--- config.mk ---
export PLATFORM = sky130hd
export DESIGN_NAME = addr_scan_seq
export DESIGN_NICKNAME = d
export VERILOG_FILES = /design/src/rtl/addr_scan_pkg.sv /design/src/rtl/scan_counter.sv /design/src/rtl/addr_scan_seq.sv
export SDC_FILE = /design/constraint.sdc
export NUM_CORES = 1
export LEC_CHECK = 0
export BUFFER_PORTS_ARGS = -buffer_cell sky130_fd_sc_hd__buf_2
export CAP_MARGIN = 40
export CORE_MARGIN = 2
export CORE_UTILIZATION = 53
export DETAILED_ROUTE_END_ITERATION = 7
export PLACE_DENSITY_LB_ADDON = 0.15
export SYNTH_ARGS = -nofsm -noshare
export SYNTH_HDL_FRONTEND = slang
export SYNTH_SLANG_ARGS = --single-unit
--- constraint.sdc ---
create_clock -name clk -period 2.6 [get_ports clk]
set_clock_uncertainty 0.05 [all_clocks]
set_input_delay 0.13 -clock clk [delete_from_list [all_inputs] [get_ports clk]]
set_output_delay 0.13 -clock clk [all_outputs]
set_load 0.03 [all_outputs]
--- src/rtl/addr_scan_pkg.sv ---
// addr_scan_pkg
//   Shared constants and types for the sequential address scanner.
//   ADDR_W : address width feeding the 6:64 one-hot decoder
//   CNT_W  : transfer-count width, wide enough to hold a full 64-address scan
//   scan_state_t : scanner FSM states
package addr_scan_pkg;

   localparam int ADDR_W = 6;
   localparam int CNT_W  = 7;

   typedef enum logic [1:0] {
      IDLE   = 2'd0,
      SCAN   = 2'd1,
      FINISH = 2'd2
   } scan_state_t;

endpackage

--- src/rtl/scan_counter.sv ---
// scan_counter
//   Wrapping ADDR_W-bit address counter with a captured end-of-range value.
//   Ports:
//     clk, rst_n  : clock and synchronous active-low reset
//     load        : capture first/last; value takes first
//     first, last : range bounds (inclusive), used only on load
//     enable      : advance value by one, modulo 2**ADDR_W
//     value       : current address
//     at_last     : value equals the captured last address
module scan_counter
   import addr_scan_pkg::*;
(
   input  logic              clk,
   input  logic              rst_n,
   input  logic              load,
   input  logic [ADDR_W-1:0] first,
   input  logic [ADDR_W-1:0] last,
   input  logic              enable,
   output logic [ADDR_W-1:0] value,
   output logic              at_last
);

   logic [ADDR_W-1:0] value_reg;
   logic [ADDR_W-1:0] last_reg;

   always_ff @(posedge clk) begin
      if (!rst_n) begin
         value_reg <= '0;
         last_reg  <= '0;
      end else if (load) begin
         value_reg <= first;
         last_reg  <= last;
      end else if (enable) begin
         // Natural overflow of the ADDR_W-bit add gives the 63 -> 0 wrap.
         value_reg <= value_reg + 1'b1;
      end
   end

   assign value   = value_reg;
   assign at_last = (value_reg == last_reg);

endmodule

--- src/rtl/addr_scan_seq.sv ---
// addr_scan_seq
//   Walks the inclusive address range first_i..last_i (modulo 64), presenting
//   one address per valid/ready transfer to a downstream 6:64 decoder.
//   Ports:
//     clk, rst_n       : clock and synchronous active-low reset
//     start_i          : begin a scan (honoured only in IDLE)
//     stop_i           : abort the current scan
//     first_i, last_i  : range bounds, captured on an accepted start
//     addr_o, valid_o  : address to the decoder and its valid flag
//     ready_i          : downstream accepts addr_o
//     busy_o           : scan in progress
//     done_o           : one-cycle pulse after the last address is accepted
//     abort_o          : one-cycle pulse when a scan is aborted
//     count_o          : transfers accepted in the current or most recent scan
module addr_scan_seq
   import addr_scan_pkg::*;
(
   input  logic              clk,
   input  logic              rst_n,
   input  logic              start_i,
   input  logic              stop_i,
   input  logic [ADDR_W-1:0] first_i,
   input  logic [ADDR_W-1:0] last_i,
   output logic [ADDR_W-1:0] addr_o,
   output logic              valid_o,
   input  logic              ready_i,
   output logic              busy_o,
   output logic              done_o,
   output logic              abort_o,
   output logic [CNT_W-1:0]  count_o
);

   scan_state_t       state_reg, state_next;
   logic [CNT_W-1:0]  count_reg, count_next;
   logic              valid_reg, done_reg, abort_reg, abort_next;
   logic              load, advance, at_last;
   logic              xfer;

   // valid is high exactly in SCAN, so a transfer needs only state and ready.
   assign xfer = (state_reg == SCAN) && ready_i;

   scan_counter u_counter (
      .clk     (clk),
      .rst_n   (rst_n),
      .load    (load),
      .first   (first_i),
      .last    (last_i),
      .enable  (advance),
      .value   (addr_o),
      .at_last (at_last)
   );

   always_comb begin
      state_next = state_reg;
      count_next = count_reg;
      abort_next = 1'b0;
      load       = 1'b0;
      advance    = 1'b0;
      unique case (state_reg)
         IDLE: begin
            // start outranks a simultaneous stop here; stop alone is ignored.
            if (start_i) begin
               load       = 1'b1;
               count_next = '0;
               state_next = SCAN;
            end
         end
         SCAN: begin
            if (xfer) begin
               count_next = count_reg + 1'b1;
            end
            // Accepting the last address finishes the scan even with stop set,
            // so done wins over abort in that case.
            if (xfer && at_last) begin
               state_next = FINISH;
            end else begin
               advance = xfer;
               if (stop_i) begin
                  state_next = IDLE;
                  abort_next = 1'b1;
               end
            end
         end
         FINISH: begin
            state_next = IDLE;
         end
         default: begin
            state_next = IDLE;
         end
      endcase
   end

   // Output flags are registered from the next state so they line up with it.
   always_ff @(posedge clk) begin
      if (!rst_n) begin
         state_reg <= IDLE;
         count_reg <= '0;
         valid_reg <= 1'b0;
         done_reg  <= 1'b0;
         abort_reg <= 1'b0;
      end else begin
         state_reg <= state_next;
         count_reg <= count_next;
         valid_reg <= (state_next == SCAN);
         done_reg  <= (state_next == FINISH);
         abort_reg <= abort_next;
      end
   end

   assign valid_o = valid_reg;
   assign busy_o  = valid_reg;
   assign done_o  = done_reg;
   assign abort_o = abort_reg;
   assign count_o = count_reg;

endmodule

Yosys cells after proc, flatten, opt, wreduce, memory -nomap -nowiden

Cells that the tools add are included.

Flip-flop bits (word level): 24
Input bits: 17

Add/sub/neg operators: 2
Reductions and logical operators: 7
Multiplexer cells: 14
Equal/unequal tests: 6
Bitwise operators: 2

Operator list:

| cell                                                            | number |
|---|---|
| 7-bit two-way mux                                               | 2 |
| 7-bit one-hot mux with 2 select lines                           | 1 |
| 6-bit two-way mux                                               | 2 |
| 7-bit by 1-bit adder with 7-bit output, second input constant   | 1 |
| 6-bit by 1-bit adder with 6-bit output, second input constant   | 1 |
| 6-bit == test                                                   | 1 |
| 2-bit two-way mux                                               | 3 |
| 1-bit two-way mux                                               | 5 |
| 2-bit by 1-bit == test with 1-bit output, second input constant | 2 |
| 2-bit != test, second input constant                            | 2 |
| 2-bit one-hot mux with 2 select lines                           | 1 |
| 2-bit nonzero test                                              | 2 |
| 3-bit AND reduction                                             | 1 |
| 3-bit OR reduction                                              | 1 |
| 2-bit == test, second input constant                            | 1 |
| 1-bit logical AND                                               | 2 |
| 2-bit logical NOT                                               | 1 |
| 1-bit inverter                                                  | 2 |

Depth between registers and ports, before layout

Gate-level depths: netlist (run 1).

Depth after elaboration: 7
Gate-level depth with buffers: 6
Depth with buffers taken out: 5

By module

A second synthesis (run 1) with hierarchy kept.

Cells, all modules: 128
Area total of the unflattened synthesis: 1193.6 µm²

Modules (own cells, without submodules):

| module        | cells an instance | area each (µm²) | seq. area each (µm²) | instances |
|---|---|---|---|---|
| scan_counter  | 63                | 603.1           | 240.2                | 1 |
| addr_scan_seq | 65                | 590.6           | 240.2                | 1 |

Least setup slack after synthesis (run 1)

OpenSTA, ideal clock, no wires.

Path type: register -> register
Start: reg u_counter.value_reg[0] (netlist: u_counter.value[0])
End: reg u_counter.value_reg[1] (netlist: u_counter.value[1])
Setup slack: 0.997 ns
Stages on the path, launching flop included: 6
Buffers on the path: 0
Data arrival time: 1.432 ns
Setup time: 0.121 ns
Cell sequence: dfxtp_1 > xnor2_1 > nand4_1 > o21ai_1 > mux2i_1 > a21oi_1

Longest elaborated chain between the ends: 5
Elaborated cells between the ends (all ways): 8
Those cells by class: 1 x add/sub; 1 x eq/ne; 4 x mux; 2 x reduce/logical

Ends and longest elaborated chain:

| what                                                                                           | RTL line           | RTL |
|---|---|---|
| from (decl)                                                                                    | scan_counter.sv:23 | `logic [ADDR_W-1:0] value_reg;` |
| from (signal assigned)                                                                         | scan_counter.sv:31 | `value_reg <= first;` |
| from (signal assigned)                                                                         | scan_counter.sv:35 | `value_reg <= value_reg + 1'b1;` |
| parallel branches: the longest is 5 deep, another holds 6-bit by 1-bit adder with 6-bit output | -                  |  |

Parallel ways; which one is timed is not known. The select of a mux whose other input is x is not followed.
A chain may end at the register's enable or synchronous reset.

Final worst setup path (run 1)

Start: reg u_counter.value_reg[0] (netlist: u_counter.value[0])
End: reg abort_reg (netlist: abort_o)

Longest elaborated chain between the ends: 3

Ends and longest elaborated chain:

| what                         | RTL line             | RTL |
|---|---|---|
| 6-bit == test                | scan_counter.sv:40   | `assign at_last = (value_reg == last_reg);` |
| 1-bit logical AND            | addr_scan_seq.sv:74  | `if (xfer && at_last) begin` |
| 3-bit OR reduction (no line) | -                    |  |
| to (signal assigned)         | addr_scan_seq.sv:106 | `abort_reg <= abort_next;` |
| to (decl)                    | addr_scan_seq.sv:35  | `logic valid_reg, done_reg, abort_reg, abort_next;` |

No other way between the ends.

==> flow_metrics.tcl, run 1 <==
set metrics [dict create \
    die_w_um 49.2 \
    num_rows 16 \
    rsz0062_at_grt "false" \
    port_buffers 33 \
    wl_per_cell_um 11.8 \
    antenna_cells 0 \
    die_height_um 49.2 \
    htreeDepth 1 \
    power.internal_mw 0.598 \
    synthesis.nets 141 \
    synth_top_family_by_area "simple AND/OR/NAND/NOR gates" \
    postRouteAntennaNets 0 \
    hold_violations 0 \
    synth-seq-area-share_pct 44.3 \
    slew-limit-headroom_pct 63.7 \
    reg2regPathDepth 5 \
    yosysWarnings 0 \
    fin_setup_tns_ps 0 \
    post_cts_buffers 0 \
    comb_power_share_pct 16.9 \
    switching_power_mw 0.224 \
    cpPeakStageDelay_ps 600 \
    antenna_found_initial 0 \
    cts_buffers 3 \
    critical_path_class "register to register" \
    cp.arrival_ps 2220 \
    status "finished, final reports clean" \
    synthAdderAreaFrac_pct 2.31 \
    avgSynthCellArea_um2 8.88 \
    fillerInstances 170 \
    clk_pin_slew_worst_paths_ps 140 \
    dieArea_um2 2420 \
    max_freq_mhz 503 \
    synth_compound_area_share_pct 16.2 \
    yosys.area_share.simple_pct 19.2 \
    drv_cap 0 \
    first_pass_iters 4 \
    clock_power_share_pct 33.6 \
    first_global_vias 881 \
    drc_errors 0 \
    setup_slack_ps 610 \
    holdPathEnd "u_counter.value[4]" \
    min_path_cells 3 \
    drt_iter0_markers 21 \
    post-route-util_pct 71.4 \
    timing.rr.end "abort_o" \
    synthToLayoutAreaGrowth_pct 27.9 \
    netlist_instances 122 \
    synth-xor-area-share_pct 13.7 \
    ys_seq_elements 24 \
    setup_violations 0 \
    track_usage_pct 20.5 \
    swShare_pct 27.3 \
    p_leak_nw 0.617 \
    cp-start-kind "register" \
    power_density_nw_per_um2 593 \
    layout.nets 182 \
    coreArea_um2 1940 \
    end_kind "register" \
    fin_area_um2 1390 \
    pin_count 34 \
    grt_max_degree 20 \
    gp_congestion 0.792 \
    r2r_start "u_counter.value[0]" \
    grt_overflow 0 \
    min_from "first_i[4]" \
    routed_wirelength_mm 2.23 \
    dp_hpwl_mm 1.51 \
    ctsLongestPathBuffers 2 \
    largest_register_ffs 7 \
    critPathRequiredTime_ps 2830 \
    cpMaxStageDelayCell "dlygate4sd3_1" \
    worstPathCellList "xnor2_1, nand4_1, nor2_1, a2111oi_1, dlygate4sd3_1" \
    seq_power_share_pct 49.5 \
    placed_area_um2 1250 \
    numClockSinks 24 \
    clock_latency_ps 320 \
    vias 986 \
    initial_core_util_pct 55.8 \
    ys_types 27 \
    hold_class "primary input to register" \
    cts_tree "yes" \
    tightest_slew_ps 544 \
    grt_first_pass_wirelength_mm 3.88 \
    rrSetupSlack_ps 610 \
    clockRootBuffer "clkbuf_4" \
    finalCriticalPeriod_ps 1990 \
    synthMuxAreaShare_pct 0.924 \
    worstPathMaxFanout 6 \
    slew_violations 0 \
    vias_per_cell 5.22 \
    fin_crit_sh_pct 76.5 \
    drive_gt1_share_pct 22.8 \
    syn_area_um2 1080 \
    vdd_drop_max_uv 524 \
    place_ws_ps 1020 \
]
cells in the final DEF, fill, tap and decap left out:
| cell | count |
|---|---|
| and4_1 | 2 |
| inv_1 | 2 |
| nand2_1 | 18 |
| o21ai_1 | 3 |
| a21oi_1 | 9 |
| nand4_1 | 4 |
| nand4b_1 | 1 |
| bufinv_16 | 1 |
| o2111ai_1 | 1 |
| mux2i_1 | 1 |
| o211ai_1 | 1 |
| a2111oi_1 | 1 |
| a21boi_0 | 6 |
| nor2_1 | 8 |
| and3_1 | 4 |
| dfxtp_1 | 24 |
| a211o_1 | 1 |
| dlygate4sd3_1 | 8 |
| o21ai_0 | 7 |
| and3b_1 | 1 |
| nand2b_1 | 2 |
| xor2_1 | 10 |
| buf_2 | 33 |
| clkbuf_4 | 3 |
| xnor2_1 | 7 |
| or2_1 | 1 |
| and2_1 | 1 |
| ha_1 | 2 |
logic make-up after synthesis:
kind of cell / Yosys count
XOR/XNOR: 17
multiplexers: 1
buffers and inverters: 7
AND/OR/NAND/NOR: 42
adder cells (fa/ha/maj): 2
flip-flops: 24
AO/OA/AOI/OAI: 29
worst max-delay path: cells and delay by family, from the launching register on:
kind,cells,cell delay [ps]
AOI/OAI and AO/OA,1,410
buffers and inverters,1,600
xor gates and xnor gates,1,100
and+or+nand+nor,2,340
DFF,1,450
power groups by stage:
stage          clock (mW)  combinational [mW]  sequential (mW)
4_1_cts             0.277               0.138            0.406
2_1_floorplan           0              0.0726            0.433
3_3_place_gp            0               0.127            0.413
6_report            0.276               0.139            0.407
5_1_grt             0.291               0.155            0.410
3_5_place_dp            0               0.129            0.414
stage by stage:
step           hold WS [ps]  power, mW  cells
6_report               42.3      0.822    189
2_1_floorplan           178      0.506    122
3_5_place_dp            325      0.543    177
4_1_cts                39.5      0.822    189
3_3_place_gp            315      0.539    177
5_1_grt                48.2      0.856    189
routing by layer:
layer	track usage, %	share of wire (%)
met1	26.3	46
met5	0	0
met2	34.2	48
met4	8.57	1.2
met3	3.07	4.6
cell type report:
type | instances | area [um^2] | area share [%]
multi-input combinational | 91 | 567 | 40.9
sequential | 24 | 480 | 34.7
timing repair buffer | 41 | 245 | 17.7
tap | 27 | 33.8 | 2.44
clock inverter | 1 | 30.0 | 2.17
clock buffer | 3 | 22.5 | 1.62
inverter | 2 | 7.51 | 0.542
how the worst max path moves through the flow:
stage,from,end,slack [ps],depth (start not counted)
2_1_floorplan,u_counter.value[0],u_counter.value[1],1000,5
3_3_place_gp,u_counter.value[3],u_counter.value[1],1050,5
3_5_place_dp,u_counter.value[0],u_counter.value[1],1020,5
4_1_cts,u_counter.value[0],abort_o,660,5
5_1_grt,u_counter.value[0],abort_o,460,5
6_report,u_counter.value[0],abort_o,610,5
synthesized netlist by cell type:
cell type	count	area, um^2
dfxtp_1	24	480
nand2_1	18	67.6
xor2_1	10	87.6
a21oi_1	9	45.0
nor2_1	8	30.0
o21ai_0	7	35.0
xnor2_1	7	61.3
a21boi_0	6	45.0
and3_1	4	25.0
nand4_1	4	25.0
o21ai_1	3	15.0
and4_1	2	17.5
buf_2	2	10.0
buf_4	2	15.0
ha_1	2	25.0
inv_1	2	7.51
nand2b_1	2	12.5
a2111oi_1	1	10.0
a211o_1	1	8.76
and2_1	1	6.26
and3b_1	1	8.76
clkbuf_1	1	3.75
mux2i_1	1	10.0
nand4b_1	1	8.76
o2111ai_1	1	8.76
o211ai_1	1	7.51
or2_1	1	6.26
timing repair:
item                                   4_1_cts  5_1_grt
hold buffers                                 8        0
endpoints found under the hold margin        7        0
resized for setup                            0        0
No activity file was read; power rests on OpenSTA's default activity.
==> inputs of run 2 (changes only) <==
- CORE_UTILIZATION: 53 -> 49
- clock period: 2.6 -> 2 ns (I/O delays scaled with it)
==> flow_metrics.tcl, run 2 (same netlist as run 1, synthesis figures left out) <==
set metrics [dict create \
    status "finished, final reports clean" \
    cts_tree "yes" \
    drt_iter0_markers 11 \
    synthToLayoutAreaGrowth_pct 26.6 \
    rsz0062_at_grt "false" \
    ctsLongestPathBuffers 2 \
    vias 948 \
    antenna_found_initial 0 \
    clk_pin_slew_worst_paths_ps 130 \
    drv_cap 0 \
    slew_violations 0 \
    final_cell_mix "buf_2, dfxtp_1, nand2_1" \
    routed_wirelength_mm 2.23 \
    htreeDepth 1 \
    tightest_slew_ps 568 \
    p_leak_nw 0.608 \
    numClockSinks 24 \
    critPathRequiredTime_ps 2200 \
    dp_hpwl_mm 1.59 \
    num_rows 17 \
    clock_latency_ps 310 \
    vdd_drop_max_uv 375 \
    grt_overflow 0 \
    seq_area_um2 480 \
    antenna_cells 0 \
    setup_violations 0 \
    critical_path_class "register to register" \
    first_pass_iters 4 \
    clockRootBuffer "clkbuf_4" \
    finalCriticalPeriod_ps 1650 \
    setup_slack_ps 355 \
    first_global_vias 852 \
    multi_input_comb_area_um2 567 \
    worstPathMaxFanout 9 \
    pin_count 34 \
    coreArea_um2 2150 \
    initial_core_util_pct 50.4 \
    gp_congestion 0.768 \
    drc_errors 0 \
    cts_buffers 3 \
    postRouteAntennaNets 0 \
    fin_crit_sh_pct 82.3 \
    port_buffers 33 \
    largest_register_ffs 7 \
    die_height_um 51.0 \
    fin_setup_tns_ps 0 \
    die_w_um 51.0 \
    slew-limit-headroom_pct 62.1 \
    post_cts_buffers 0 \
    hold_violations 0 \
    grt_first_pass_wirelength_mm 3.64 \
    layout.nets 182 \
    vias_per_cell 4.99 \
    place_ws_ps 368 \
    end_kind "register" \
    final_common_cell "buf_2" \
    wl_per_cell_um 11.7 \
    track_usage_pct 18.8 \
    fillerInstances 198 \
    dieArea_um2 2600 \
    power_density_nw_per_um2 703 \
    cp.arrival_ps 1850 \
    drive_gt1_share_pct 22.8 \
    cp-start-kind "register" \
    grt_max_degree 20 \
    max_freq_mhz 608 \
    hold_class "primary input to register" \
]
==> run 2: stage by stage <==
step	instance area (um^2)	util (%)	power [mW]	hold WS [ps]	std cells
2_1_floorplan	1080	-	0.657	148	122
3_5_place_dp	1250	58.4	0.707	303	178
3_3_place_gp	1250	58.4	0.702	290	178
6_report	1370	63.8	0.964	13.4	190
4_1_cts	1370	63.8	0.975	4.73	190
5_1_grt	1370	63.8	1.01	22.5	190
==> run 2: final cells by class <==
class	count	area share, %
Clock buffer	4	2.65
Multi-Input combinational cell	91	41.3
Timing Repair Buffer	41	17.9
Inverter	2	0.547
Sequential cell	24	35.0
Tap cell	28	2.55
==> run 2: routing by layer <==
metal,GRT usage [%],wire [um],part of all wire [%]
met2,30.1,1010,45
met1,24.6,1070,48
met4,9.46,44,2.0
met5,0,0,0
met3,2.63,99,4.4
==> run 2: worst max-delay path, cell delays in order, from the launching register on <==
cell,delay (ps)
dfxtp_1,380
and3b_1,420
and4_1,260
o2111ai_1,130
xor2_1,160
a21oi_1,160
==> run 2: what timing repair did <==
action,4_1_cts,5_1_grt
setup endpoints to repair,0,0
hold buffers,8,0
hold endpoints to repair,7,0
gates resized for setup,0,0
==> run 2: final timing paths <==
path | endpoint | cells after the start | slack [ps] | start
setup / recovery | u_counter.value[5] | 5 | 350 | state_reg[1]
hold / removal | u_counter.value[2] | 3 | 10 | first_i[2]
setup reg to reg | u_counter.value[5] | 5 | 350 | state_reg[1]
hold reg to reg | u_counter.last_reg[0] | 2 | 440 | u_counter.last_reg[0]
==> run 2: where the power goes <==
part / switching, mW / internal, mW / leakage [nW] / total, mW
logic: 0.109 / 0.0717 / 0.390 / 0.180
clock network: 0.144 / 0.111 / 0.0210 / 0.255
registers: 0.0260 / 0.502 / 0.196 / 0.528
total: 0.279 / 0.685 / 0.608 / 0.964
